**config.mk**
```make
export PLATFORM = sky130hd
export DESIGN_NAME = mac_operand_feeder_flat
export DESIGN_NICKNAME = d
export VERILOG_FILES = /design/src/rtl/mac_pkg.sv /design/src/rtl/mac_operand_feeder_if.sv /design/src/rtl/mac_pair_fifo.sv /design/src/rtl/mac_operand_feeder.sv /design/src/flat_wrapper.sv
export SDC_FILE = /design/constraint.sdc
export NUM_CORES = 1
export LEC_CHECK = 0
export BUFFER_PORTS_ARGS = -buffer_cell sky130_fd_sc_hd__buf_4
export CAP_MARGIN = 10
export CORE_UTILIZATION = 35
export CTS_CLUSTER_DIAMETER = 30
export DETAILED_ROUTE_END_ITERATION = 7
export PLACE_DENSITY = 0.5
export SYNTH_ARGS = -nofsm -noshare
export SYNTH_HDL_FRONTEND = slang
export SYNTH_SLANG_ARGS = --single-unit
```
**constraint.sdc**
```tcl
create_clock -name clk -period 5.1 [get_ports clk]
set_clock_uncertainty 0.2 [all_clocks]
set_input_delay 1.02 -clock clk [delete_from_list [all_inputs] [get_ports clk]]
set_output_delay 1.02 -clock clk [all_outputs]
set_load 0.005 [all_outputs]
```
**src/rtl/mac_pkg.sv**
```systemverilog
// Shared types for the MAC operand path.
//   MAC_DATA_W    : operand width
//   mac_operand_t : signed operand
//   mac_pair_t    : {a, b, first, last} entry carried through the pair FIFO
//   phase_e       : pairing phase (PH_A expects an a sample, PH_B a b sample)
package mac_pkg;
  localparam int MAC_DATA_W = 8;

  typedef logic signed [MAC_DATA_W-1:0] mac_operand_t;

  typedef struct packed {
    mac_operand_t a;
    mac_operand_t b;
    logic         first;
    logic         last;
  } mac_pair_t;

  typedef enum logic { PH_A = 1'b0, PH_B = 1'b1 } phase_e;
endpackage

```
**src/rtl/mac_operand_feeder_if.sv**
```systemverilog
// Bus bundle of the operand feeder.
//   in_data/in_valid/in_ready : interleaved a,b sample stream into the feeder
//   a/b/out_valid/out_ready   : paired operands toward the MAC
//   out_first/out_last        : frame markers of the head pair
//   level                     : pair FIFO occupancy
// slave = the feeder, master = its environment (sample source + MAC).
interface mac_operand_feeder_if #(
  parameter int DATA_W = 8,
  parameter int DEPTH  = 4
);
  localparam int LW = $clog2(DEPTH) + 1;

  logic signed [DATA_W-1:0] in_data;
  logic                     in_valid;
  logic                     in_ready;
  logic signed [DATA_W-1:0] a;
  logic signed [DATA_W-1:0] b;
  logic                     out_valid;
  logic                     out_ready;
  logic                     out_first;
  logic                     out_last;
  logic [LW-1:0]            level;

  modport slave (
    input  in_data, in_valid, out_ready,
    output in_ready, a, b, out_valid, out_first, out_last, level
  );

  modport master (
    output in_data, in_valid, out_ready,
    input  in_ready, a, b, out_valid, out_first, out_last, level
  );
endinterface

```
**src/rtl/mac_pair_fifo.sv**
```systemverilog
// Circular FIFO of mac_pair_t entries.
//   push/wdata : write an entry (ignored when full)
//   pop/rdata  : rdata is the head entry, zero while empty; pop ignored when empty
//   flush      : synchronous clear, wins over push/pop in the same cycle
//   level/full/empty : occupancy status
module mac_pair_fifo
  import mac_pkg::*;
#(
  parameter int DEPTH = 4
) (
  input  logic                     clk,
  input  logic                     reset,
  input  logic                     push,
  input  logic                     pop,
  input  logic                     flush,
  input  mac_pair_t                wdata,
  output mac_pair_t                rdata,
  output logic [$clog2(DEPTH):0]   level,
  output logic                     full,
  output logic                     empty
);
  localparam int AW = $clog2(DEPTH);
  localparam int LW = AW + 1;

  mac_pair_t     r_mem [DEPTH];
  logic [AW-1:0] r_wptr, r_rptr;
  logic [LW-1:0] r_count;
  logic          w_push, w_pop;

  assign full   = (r_count == LW'(DEPTH));
  assign empty  = (r_count == '0);
  assign level  = r_count;
  assign w_push = push & ~full  & ~flush;
  assign w_pop  = pop  & ~empty & ~flush;
  assign rdata  = empty ? '0 : r_mem[r_rptr];

  // DEPTH is a power of two, so the pointers wrap by natural overflow.
  always_ff @(posedge clk or negedge reset) begin
    if (!reset) begin
      r_wptr  <= '0;
      r_rptr  <= '0;
      r_count <= '0;
      for (int i = 0; i < DEPTH; i++) r_mem[i] <= '0;
    end else if (flush) begin
      r_wptr  <= '0;
      r_rptr  <= '0;
      r_count <= '0;
    end else begin
      if (w_push) begin
        r_mem[r_wptr] <= wdata;
        r_wptr        <= r_wptr + 1'b1;
      end
      if (w_pop) r_rptr <= r_rptr + 1'b1;
      case ({w_push, w_pop})
        2'b10:   r_count <= r_count + 1'b1;
        2'b01:   r_count <= r_count - 1'b1;
        default: r_count <= r_count;
      endcase
    end
  end
endmodule

```
**src/rtl/mac_operand_feeder.sv**
```systemverilog
// Producer end of the MAC operand interface.
// Pairs an interleaved a0,b0,a1,b1,... sample stream, tags each pair with
// frame markers (first/last every FRAME_LEN pairs) and buffers the pairs.
//   clk   : rising-edge clock
//   reset : asynchronous active-low reset
//   flush : synchronous clear of FIFO, pairing phase and frame index
//   bus   : sample input stream and operand output stream (slave modport)
module mac_operand_feeder
  import mac_pkg::*;
#(
  parameter int DATA_W    = MAC_DATA_W,
  parameter int DEPTH     = 4,
  parameter int FRAME_LEN = 1000
) (
  input  logic               clk,
  input  logic               reset,
  input  logic               flush,
  mac_operand_feeder_if.slave bus
);
  localparam int IW = (FRAME_LEN > 1) ? $clog2(FRAME_LEN) : 1;
  localparam int LW = $clog2(DEPTH) + 1;
  localparam logic [IW-1:0] LAST_IDX = IW'(FRAME_LEN - 1);

  phase_e        r_phase, w_phase_nxt;
  mac_operand_t  r_hold;
  logic [IW-1:0] r_idx;
  logic          w_in_ready, w_push, w_pop, w_full, w_empty;
  mac_pair_t     w_wdata, w_rdata;
  logic [LW-1:0] w_level;

  always_ff @(posedge clk or negedge reset) begin
    if (!reset)     r_phase <= PH_A;
    else if (flush) r_phase <= PH_A;
    else            r_phase <= w_phase_nxt;
  end

  // In PH_B the b sample is only taken when the FIFO has room; no bypass
  // through a same-cycle pop.
  always_comb begin
    w_phase_nxt = r_phase;
    w_in_ready  = 1'b1;
    w_push      = 1'b0;
    case (r_phase)
      PH_A: begin
        if (bus.in_valid) w_phase_nxt = PH_B;
      end
      PH_B: begin
        w_in_ready = ~w_full;
        if (bus.in_valid && !w_full) begin
          w_phase_nxt = PH_A;
          w_push      = ~flush;
        end
      end
      default: w_phase_nxt = PH_A;
    endcase
  end

  always_ff @(posedge clk or negedge reset) begin
    if (!reset) begin
      r_hold <= '0;
      r_idx  <= '0;
    end else if (flush) begin
      r_hold <= '0;
      r_idx  <= '0;
    end else begin
      if (r_phase == PH_A && bus.in_valid) r_hold <= bus.in_data;
      if (w_push) r_idx <= (r_idx == LAST_IDX) ? '0 : r_idx + 1'b1;
    end
  end

  assign w_wdata = '{a:     r_hold,
                     b:     bus.in_data,
                     first: (r_idx == '0),
                     last:  (r_idx == LAST_IDX)};
  assign w_pop   = ~w_empty & bus.out_ready;

  mac_pair_fifo #(.DEPTH(DEPTH)) u_fifo (
    .clk   (clk),
    .reset (reset),
    .push  (w_push),
    .pop   (w_pop),
    .flush (flush),
    .wdata (w_wdata),
    .rdata (w_rdata),
    .level (w_level),
    .full  (w_full),
    .empty (w_empty)
  );

  assign bus.in_ready  = w_in_ready;
  assign bus.a         = w_rdata.a;
  assign bus.b         = w_rdata.b;
  assign bus.out_first = w_rdata.first;
  assign bus.out_last  = w_rdata.last;
  assign bus.out_valid = ~w_empty;
  assign bus.level     = w_level;
endmodule

```
**src/flat_wrapper.sv**
```systemverilog
// flat-port wrapper written by rule: the top's interface ports become plain ports
module mac_operand_feeder_flat import mac_pkg::*;
#(
  parameter int DATA_W    = MAC_DATA_W,
  parameter int DEPTH     = 4,
  parameter int FRAME_LEN = 1000
)
  (clk, reset, flush, bus_in_data, bus_in_valid, bus_out_ready, bus_in_ready, bus_a, bus_b, bus_out_valid, bus_out_first, bus_out_last, bus_level);
  mac_operand_feeder_if #(.DATA_W(DATA_W), .DEPTH(DEPTH)) bus_i ();
  input  logic clk;
  input  logic reset;
  input  logic flush;
  input wire logic [$bits(bus_i.in_data)-1:0] bus_in_data;
  input wire logic [$bits(bus_i.in_valid)-1:0] bus_in_valid;
  input wire logic [$bits(bus_i.out_ready)-1:0] bus_out_ready;
  output wire logic [$bits(bus_i.in_ready)-1:0] bus_in_ready;
  output wire logic [$bits(bus_i.a)-1:0] bus_a;
  output wire logic [$bits(bus_i.b)-1:0] bus_b;
  output wire logic [$bits(bus_i.out_valid)-1:0] bus_out_valid;
  output wire logic [$bits(bus_i.out_first)-1:0] bus_out_first;
  output wire logic [$bits(bus_i.out_last)-1:0] bus_out_last;
  output wire logic [$bits(bus_i.level)-1:0] bus_level;
  assign bus_i.in_data = bus_in_data;
  assign bus_i.in_valid = bus_in_valid;
  assign bus_i.out_ready = bus_out_ready;
  assign bus_in_ready = bus_i.in_ready;
  assign bus_a = bus_i.a;
  assign bus_b = bus_i.b;
  assign bus_out_valid = bus_i.out_valid;
  assign bus_out_first = bus_i.out_first;
  assign bus_out_last = bus_i.out_last;
  assign bus_level = bus_i.level;
  mac_operand_feeder #(.DATA_W(DATA_W), .DEPTH(DEPTH), .FRAME_LEN(FRAME_LEN)) u_core (.clk(clk), .reset(reset), .flush(flush), .bus(bus_i));
endmodule
```
==> flow_metrics.tcl <==
set metrics [dict create \
    max_freq_mhz 303 \
    io_pins 36 \
    power-per-cell-area_nw_per_um2 418 \
    synth_cell_types 38 \
    dieArea_um2 14300 \
    wl_um 9940 \
    final_common_cell "dfrtp_1" \
    via_count 2815 \
    synth_top_area_share_pct 50.5 \
    critPathLaunchType "flip-flop" \
    clock-sinks 98 \
    endpoint_kind "output pin" \
    ys_ff_latch 98 \
    core-area_um2 13400 \
    synth_cells 352 \
    hold_buffers 0 \
    p_leak_nw 2.57 \
    tritoncts "done" \
    ir_worst_vdd_uv 157 \
    htreeDepth 3 \
    hold_class "flip-flop to flip-flop" \
    numCtsBuffers 9 \
    drive_above_1_share_pct 30.1 \
    yosysSeqAreaShare_pct 50.5 \
    gp_congestion 0.761 \
    core.rowCount 42 \
    rsz0062_at_grt "no" \
    first_global_vias 2905 \
    worstMarginPinSlew_ps 992 \
    finalCritPeriodShare_pct 64.8 \
    maxCapViolations 0 \
    grt_pass1_wl_um 16400 \
    drc 0 \
    die_y_um 120 \
    hold_ws_ps 281 \
    register_area_um2 2450 \
    ant_nets 0 \
    dr.pass1.iters 4 \
    synth.area.top_cells "dfrtp_1 51%, mux2_4 11%, mux4_2 8.4%" \
    rr_startpoint "u_core.u_fifo.level[0]" \
    crit_required_ps 3880 \
    cp_max_fo 19 \
    startpoint "u_core.u_fifo.r_rptr[1]" \
    cts-root-buf "clkbuf_16" \
    die_x_um 120 \
    cts_setup_buffers 0 \
    via_per_inst 5.01 \
    syn-num-nets 372 \
    overflow 0 \
    syn-cell-area_um2 4850 \
    initial_core_util_pct 36.2 \
    finalWorstPathRequiredPeriod_ps 3300 \
    grt_max_degree 62 \
    cts_resized 0 \
    finalSetupViolCount 0 \
    critPathArrivalTime_ps 2080 \
    gr-usage-all-layers_pct 15.2 \
    path_class "flip-flop to output pin" \
    synth_area_per_cell_um2 13.8 \
    dpl.hpwl_um 6090 \
    post-synth-top-area-cell "dfrtp_1" \
    clk_path_buf_depth 2 \
    fin_tns_setup_ps 0 \
    r2r_setup_slack_ps 2540 \
    min-delay-start "u_core.u_fifo.r_mem[22]" \
    nets 401 \
    final_cell_mix "98 x dfrtp_1, 41 x buf_4, 36 x mux2_4" \
    diodes 0 \
    hold_viol_final 0 \
    wl_per_cell_um 17.7 \
    syn_to_final_growth_pct 14.4 \
    report.final.slew_viol_count 0 \
    antenna_found_initial 0 \
    port-buffer-count 35 \
    max_slew_margin_pct 33.9 \
    ys_warn_count 0 \
    fill_cells 1270 \
    status "completed" \
    drt_iter0_markers 183 \
    multiInputGateArea_um2 2230 \
    clk-insertion-delay-late_ps 350 \
    path_clk_slew_ps 70 \
]
[worst max-delay path, stage by stage, from the launching register on]
cell and delay (ps):
dfrtp_1 990, mux4_2 420, and2_1 180, buf_4 140
[Yosys cell counts]
master and instances:
and3_1 3, dfrtp_1 98, a31oi_1 3, mux2i_1 13, a21oi_1 7, fa_1 1
o21ai_1 2, mux2_1 33, clkbuf_1 9, nor4_1 1, nand4_1 4, or3_1 2
nor2b_1 1, a211o_1 1, nor2_1 17, nand2_4 1, nor3b_1 5, xor2_1 3
or4_1 3, nand2b_1 5, a21o_1 1, nor4b_1 1, nor3_1 3, buf_1 1
and2_1 20, or4b_1 1, buf_6 9, mux4_2 18, buf_2 4, nand3_1 14
ha_1 6, nand2_1 10, o31ai_1 1, inv_1 9, or3b_1 2, o21ai_0 1
mux2_4 36, xnor2_1 3
[path summary, 6_finish.rpt]
check	endpoint	cells after the start
max in group asynchronous	u_core.r_idx[9]	2
min	u_core.u_fifo.r_mem[22]	1
min in group asynchronous	u_core.u_fifo.r_mem[46]	1
max reg2reg	u_core.u_fifo.level[2]	6
min reg2reg	u_core.u_fifo.r_mem[22]	1
max	bus_a[2]	3
[layer usage]
metal | part of all wire (%) | global-route usage [%] | wire length, um
met2 | 45 | 22.3 | 4500
met4 | 1.9 | 6.56 | 187
met1 | 50 | 22.1 | 5010
met3 | 2.3 | 2.57 | 230
met5 | 0 | 0 | 0
[report_power, final]
part	leakage, nW	switching (W)	internal [W]
sequential	1.32	0.0000832	0.000889
clock	0.150	0.000307	0.000399
combinational	1.10	0.000273	0.000368
total	2.57	0.000663	0.00166
[area by class of cell]
| cell class | count | share of cell area (%) |
|---|---|---|
| Clock buffer | 10 | 4.30 |
| Clock inverter | 6 | 1.31 |
| Inverter | 9 | 0.608 |
| Multi-Input combinational cell | 222 | 40.1 |
| Sequential cell | 98 | 44.2 |
| Tap cell | 176 | 3.97 |
| Timing Repair Buffer | 41 | 5.54 |
[per-stage QoR]
step	worst slack (ps)	instances	area, um^2	utilization (%)	total power [W]
finish	1800	562	5550	41.4	0.00232
global route	1650	562	5550	41.4	0.00247
CTS	1740	562	5550	41.4	0.00236
detailed placement	2120	546	5240	39.1	0.00164
global placement	2120	546	5240	39.1	0.00164
floorplan	2350	352	4850	-	0.00139
[registers in the layout, indices dropped and copies added, names as in the netlist]
register	flops
u_core.r_hold	8
u_core.u_fifo.r_rptr	2
u_core.r_idx	10
u_core.u_fifo.r_mem	72
u_core.u_fifo.r_wptr	2
u_core.u_fifo.level	3
u_core.r_phase	1
[cells by family after synthesis]
logic type                 count (synthesis)  share of synthesized area [%]
xor gates and xnor gates                   6                           1.08
muxes                                    100                           29.8
DFF                                       98                           50.5
buffers and inverters                     32                           3.97
AOI/OAI and AO/OA                         16                           1.91
and+or+nand+nor                           93                           10.7
adders and majority gates                  7                           1.96
No activity file was read; power rests on OpenSTA's default activity.
